<file path="src/rtl/pipe_ctrl_seq_pkg.sv">
// Shared constants, stall encodings and controller state type for pipe_ctrl_seq.
package pipe_ctrl_seq_pkg;

    localparam logic [5:0] STALL_NONE  = 6'b000000;
    localparam logic [5:0] STALL_IF_ID = 6'b000111;
    localparam logic [5:0] STALL_EX    = 6'b001111;
    localparam logic [5:0] STALL_MEM   = 6'b011111;
    localparam logic [5:0] STALL_ALL   = 6'b111111;

    localparam logic [31:0] ERET_CODE_DEF  = 32'h0000000E;
    localparam logic [31:0] EXC_VECTOR_DEF = 32'h00000020;

    typedef enum logic [1:0] {
        ST_RUN,
        ST_DRAIN,
        ST_FLUSH
    } ctrl_state_e;

    // Priority merge of stage requests while running; an exception freezes everything.
    function automatic logic [5:0] stall_encode(input logic exc, input logic mem,
                                                input logic ex, input logic id,
                                                input logic ifw);
        if (exc)            return STALL_ALL;
        else if (mem)       return STALL_MEM;
        else if (ex)        return STALL_EX;
        else if (id || ifw) return STALL_IF_ID;
        else                return STALL_NONE;
    endfunction

endpackage

</file>
<file path="src/rtl/pipe_ctrl_seq_stall_watchdog.sv">
// Counts consecutive stalled cycles, saturates at STALL_TIMEOUT and pulses once per episode.
module stall_watchdog #(
    parameter int unsigned STALL_TIMEOUT = 1024,
    parameter int unsigned CNT_W         = 16
) (
    input  logic clk,
    input  logic rst,
    input  logic stalled,
    output logic timeout
);

    localparam logic [CNT_W-1:0] LIMIT = CNT_W'(STALL_TIMEOUT);

    logic [CNT_W-1:0] cnt;

    always_ff @(posedge clk) begin
        if (rst || !stalled) begin
            cnt <= '0;
        end else if (cnt != LIMIT) begin
            cnt <= cnt + CNT_W'(1);
        end
    end

    // cnt holds the stalled cycles before this one, so the pulse lands on the
    // STALL_TIMEOUT-th stalled cycle; saturation keeps it from repeating.
    assign timeout = stalled && (cnt == LIMIT - CNT_W'(1));

endmodule

</file>
<file path="src/rtl/pipe_ctrl_seq.sv">
// Pipeline stall/flush sequencer with exception redirect and stall watchdog.
// Optional performance counters are built when CTRL_PERF_EN is defined.
module pipe_ctrl_seq
    import pipe_ctrl_seq_pkg::*;
#(
    parameter logic [31:0] EXC_VECTOR    = EXC_VECTOR_DEF,
    parameter logic [31:0] ERET_CODE     = ERET_CODE_DEF,
    parameter int unsigned STALL_TIMEOUT = 1024,
    parameter int unsigned CNT_W         = 16
) (
    input  logic        clk,
    input  logic        rst,
    input  logic        stallreq_if_i,
    input  logic        stallreq_id_i,
    input  logic        stallreq_ex_i,
    input  logic        stallreq_mem_i,
    input  logic        if_busy_i,
    input  logic [31:0] excepttype_i,
    input  logic [31:0] cp0_epc_i,
    output logic [5:0]  stall,
    output logic        flush,
    output logic [31:0] new_pc,
    output logic        stall_timeout_o,
    output logic [31:0] perf_stall_cnt,
    output logic [31:0] perf_flush_cnt
);

    ctrl_state_e state;
    logic [31:0] target;
    logic        exc_any;
    logic [31:0] exc_target;

    assign exc_any    = |excepttype_i;
    assign exc_target = (excepttype_i == ERET_CODE) ? cp0_epc_i : EXC_VECTOR;

    always_comb begin
        stall = STALL_NONE;
        if (!rst) begin
            unique case (state)
                ST_RUN:   stall = stall_encode(exc_any, stallreq_mem_i, stallreq_ex_i,
                                               stallreq_id_i, stallreq_if_i);
                ST_DRAIN: stall = STALL_ALL;
                ST_FLUSH: stall = STALL_NONE;
                default:  stall = STALL_NONE;
            endcase
        end
    end

    // flush/new_pc are loaded on the edge that enters FLUSH so they are valid
    // for exactly the FLUSH cycle.
    always_ff @(posedge clk) begin
        if (rst) begin
            state  <= ST_RUN;
            flush  <= 1'b0;
            new_pc <= '0;
            target <= '0;
        end else begin
            flush <= 1'b0;
            unique case (state)
                ST_RUN: begin
                    if (exc_any) begin
                        target <= exc_target;
                        if (if_busy_i) begin
                            state <= ST_DRAIN;
                        end else begin
                            state  <= ST_FLUSH;
                            flush  <= 1'b1;
                            new_pc <= exc_target;
                        end
                    end
                end
                ST_DRAIN: begin
                    if (!if_busy_i) begin
                        state  <= ST_FLUSH;
                        flush  <= 1'b1;
                        new_pc <= target;
                    end
                end
                ST_FLUSH: state <= ST_RUN;
                default:  state <= ST_RUN;
            endcase
        end
    end

    stall_watchdog #(
        .STALL_TIMEOUT(STALL_TIMEOUT),
        .CNT_W        (CNT_W)
    ) u_watchdog (
        .clk    (clk),
        .rst    (rst),
        .stalled((state == ST_RUN) && stall[0]),
        .timeout(stall_timeout_o)
    );

`ifdef CTRL_PERF_EN
    always_ff @(posedge clk) begin
        if (rst) begin
            perf_stall_cnt <= '0;
            perf_flush_cnt <= '0;
        end else begin
            perf_stall_cnt <= perf_stall_cnt + {31'b0, stall[0]};
            perf_flush_cnt <= perf_flush_cnt + {31'b0, flush};
        end
    end
`else
    assign perf_stall_cnt = '0;
    assign perf_flush_cnt = '0;
`endif

endmodule

</file>
<file path="config.mk">
export PLATFORM = sky130hd
export DESIGN_NAME = pipe_ctrl_seq
export DESIGN_NICKNAME = d
export VERILOG_FILES = /design/src/rtl/pipe_ctrl_seq_pkg.sv /design/src/rtl/pipe_ctrl_seq_stall_watchdog.sv /design/src/rtl/pipe_ctrl_seq.sv
export SDC_FILE = /design/constraint.sdc
export NUM_CORES = 1
export LEC_CHECK = 0
export BUFFER_PORTS_ARGS = -buffer_cell sky130_fd_sc_hd__buf_2
export CORE_MARGIN = 3
export CORE_UTILIZATION = 45
export CTS_CLUSTER_DIAMETER = 50
export DETAILED_ROUTE_END_ITERATION = 12
export GPL_TIMING_DRIVEN = 1
export PLACE_DENSITY = 0.74
export SYNTH_ARGS = -nofsm -noshare
export SYNTH_HDL_FRONTEND = slang
export SYNTH_HIERARCHICAL = 1
export SYNTH_SLANG_ARGS = --single-unit
</file>
<file path="constraint.sdc">
create_clock -name clk -period 5 [get_ports clk]
set_clock_uncertainty 0.05 [all_clocks]
set_input_delay 0.25 -clock clk [delete_from_list [all_inputs] [get_ports clk]]
set_output_delay 0.25 -clock clk [all_outputs]
set_load 0.01 [all_outputs]
</file>
==> summary.txt <==
status: complete, no violations
commonest register cell after synthesis: dfxtp_1
GRT Overall Usage: 0.171
Reg clk slew, reported paths: 0.09 ns
Setup Buffers After CTS: 0
first-pass GRT wire length: 16200 um
global route overflow: 0
I/O pin count: 175
Port Buf Inserts: 110
# setup viols final: 0
DRC: 0
Iteration-0 DRC Markers: 103
Synth Area in XOR/XNOR: 0.00373
mux cell area share after synthesis: 0.0171
Rows: 36
top-area cell type share of the netlist area: 0.354
worst path required time: 4.70 ns
sequential area share after synthesis: 0.354
CTS root buffer: clkbuf_8
Post-Synthesis Cells: 471
via/cell ratio: 5.18
R2R Path Start: state[0]$_SDFFE_PP0P_
Max Cap Violations: 0
CP Capture Point: stall_timeout_o
Tightest Pin Transition: 1.10 ns
crit share post-route: 0.568
Post-Syn Area: 4690 um^2
Total Power: 0.00140 W
min-delay worst type: input port to flop
crit-path most repeated cell: buf_2
DR vias: 3609
worst skew pair latency: 0.35 ns
TNS Setup: 0 ns
DRT antenna net count: 0
Final Net Count: 632
CP arrival: 2.54 ns
R2R Setup Slk: 2.62 ns
Lkg Pwr: 2.14 nW
Avg Cell Area, Syn: 9.96 um^2
VDD IR-drop max: 0.000128 V
Final min period: 2.84 ns
worst path cell trace: buf_2 -> nor3_2 -> nand3_1 -> nor2_1 -> a211oi_1 -> nor4b_1 -> nand2_1 -> nor4_1 -> buf_2
largest net degree at the start of global routing: 65
layout cells sized above 1: 0.319
full die area: 11700 um^2
number of flops mapped to enable cells by yosys: 0
Place WS: 1.99 ns
number of global-route vias before repair: 3457
fmax: 352 MHz
most frequent cells after synthesis: dfxtp_1, buf_4, nand2_1
Diodes inserted: 0
aggregate routed wire length: 10000 um
hold buffers post-CTS: 0
RSZ-0062 raised after global routing: no
gpl congestion: 0.788
largest cells by area after synthesis: dfxtp_1, buf_4, o2bb2ai_2
final hold viol count: 0
Die W: 108 um
Reg2Reg Depth: 6
Adder-Cell Fraction of Synth Area: 0.00533
Hold Crit Depth: 3
worst setup margin: 2.16 ns
Num Clock Sinks: 83
Compound-Gate Fraction of Synth Area: 0.233
YS warnings: 6
Die Y: 108 um
Synth async-reset ratio: 0
largest family of logic cells by synthesized area: compound AO/OA/AOI/OAI gates
First-pass DRT Iterations: 5
crit path from: excepttype_i[1]
CTS H-tree depth: 3
leading area contributor after synthesis: dfxtp_1
Critical Path Sink Type: output port
Worst Path Max Fanout: 64
initial antenna violation count: 0
pwr/cell area: 270 nW/um^2
simple-gate share of the synthesized area: 0.222
#FFs+latches synth: 83
placeable core area: 9950 um^2
Slowest-stage cell, CP: buf_2
relative slew slack: 0.267
Max Slew Vio Count: 0
HPWL after detailed placement: 7090 um
delay-heaviest family, CP: buffers and inverters
CTS buffer count: 9
WP depth: 9
area delta synth->final: 10.2%
CP Class: input port to output port
CTS tree: built
clk buf depth: 2
library cells used by synthesis: 50
RR Endpoint: new_pc[28]$_SDFFE_PP0P_
Routed WL per cell: 14.4 um
number of gates resized after CTS: 0
Largest stage delay, worst path: 0.80 ns
initial core utilization: 0.471
WP buf/inv: 2
most numerous cell in the Yosys netlist: dfxtp_1
startpoint types: input port
[metrics by stage]
| stage | hold WS, ns | std cells | area (um^2) | utilization |
|---|---|---|---|---|
| 2_1_floorplan | 0.322 | 534 | 4930 | - |
| 3_3_place_gp | 0.386 | 681 | 4920 | 0.494 |
| 3_5_place_dp | 0.389 | 681 | 4920 | 0.494 |
| 4_1_cts | 0.0741 | 697 | 5170 | 0.519 |
| 5_1_grt | 0.0846 | 697 | 5170 | 0.519 |
| 6_report | 0.0862 | 697 | 5170 | 0.519 |
[final cells by class]
cell class / instances / area [um^2]
flip-flops and latches: 83 / 1660
fillers: 925 / 4790
clock buffers: 10 / 138
repair buffers: 111 / 558
well taps: 133 / 166
multi-input cells: 346 / 2500
clock inverters: 6 / 113
inverters: 8 / 30.0
[flip-flops by register name (all words and copies together), names as in the netlist]
signal          flops
target             32
u_watchdog/cnt     16
state               2
flush               1
new_pc             32
[report_power, final]
group | switching [W] | total (W) | internal (W)
clock network | 0.000248 | 0.000595 | 0.000346
logic | 0.0000972 | 0.000136 | 0.0000389
registers | 0.00000371 | 0.000668 | 0.000664
total | 0.000349 | 0.00140 | 0.00105
[worst min-delay path by stage]
stage	startpoint	endpoint	slack (ns)
floorplan	if_busy_i	state[0]$_SDFFE_PP0P_	0.32
global placement	target[31]$_SDFFE_PP0N_	target[31]$_SDFFE_PP0N_	0.39
detailed placement	target[11]$_SDFFE_PP0N_	target[11]$_SDFFE_PP0N_	0.39
CTS	cp0_epc_i[22]	target[22]$_SDFFE_PP0N_	0.07
global route	cp0_epc_i[9]	target[9]$_SDFFE_PP0N_	0.08
finish	cp0_epc_i[3]	target[3]$_SDFFE_PP0N_	0.09
[layer usage]
layer | GRT usage | wire [um] | up-vias
met2 | 0.290 | 4890 | 131
met1 | 0.216 | 4410 | 1702
met3 | 0.0364 | 656 | 11
met5 | 0 | 0 | -
met4 | 0.0577 | 97 | 0
li1 | - | - | 1765
[cells by family after synthesis]
| kind of cell | after synthesis |
|---|---|
| xor+xnor | 2 |
| other cells | 1 |
| compound gates | 115 |
| fa+ha+maj | 2 |
| mux | 8 |
| flops | 83 |
| simple gates | 155 |
| buf+inv | 105 |
[tightest hold or removal path, cell delays in order]
cell and delay [ns]:
buf_2 0.11, nand2_1 0.05, o2bb2ai_1 0.05
[cell usage in the layout (no fill, tap or decap), types with 2 or more instances in the layout]
master and n:
a21oi_1 8, a31oi_1 32, a41o_1 7, and2_1 34
and4_1 2, buf_2 110, bufinv_16 3, clkbuf_8 10
clkinv_4 2, conb_1 64, dfxtp_1 83, ha_1 2
inv_1 8, mux2i_1 8, nand2_1 42, nand2b_1 7
nand3_1 7, nand4_1 3, nand4_4 4, nor2_1 9
nor2b_1 2, nor3_1 6, nor3b_1 7, nor4_1 6
nor4_4 7, nor4b_1 3, o21ai_0 4, o2bb2ai_1 25
o2bb2ai_2 30, o31ai_1 3, or3_2 2, or4_1 3
xor2_1 2
Note: power is estimated with default switching activity, not from simulation.
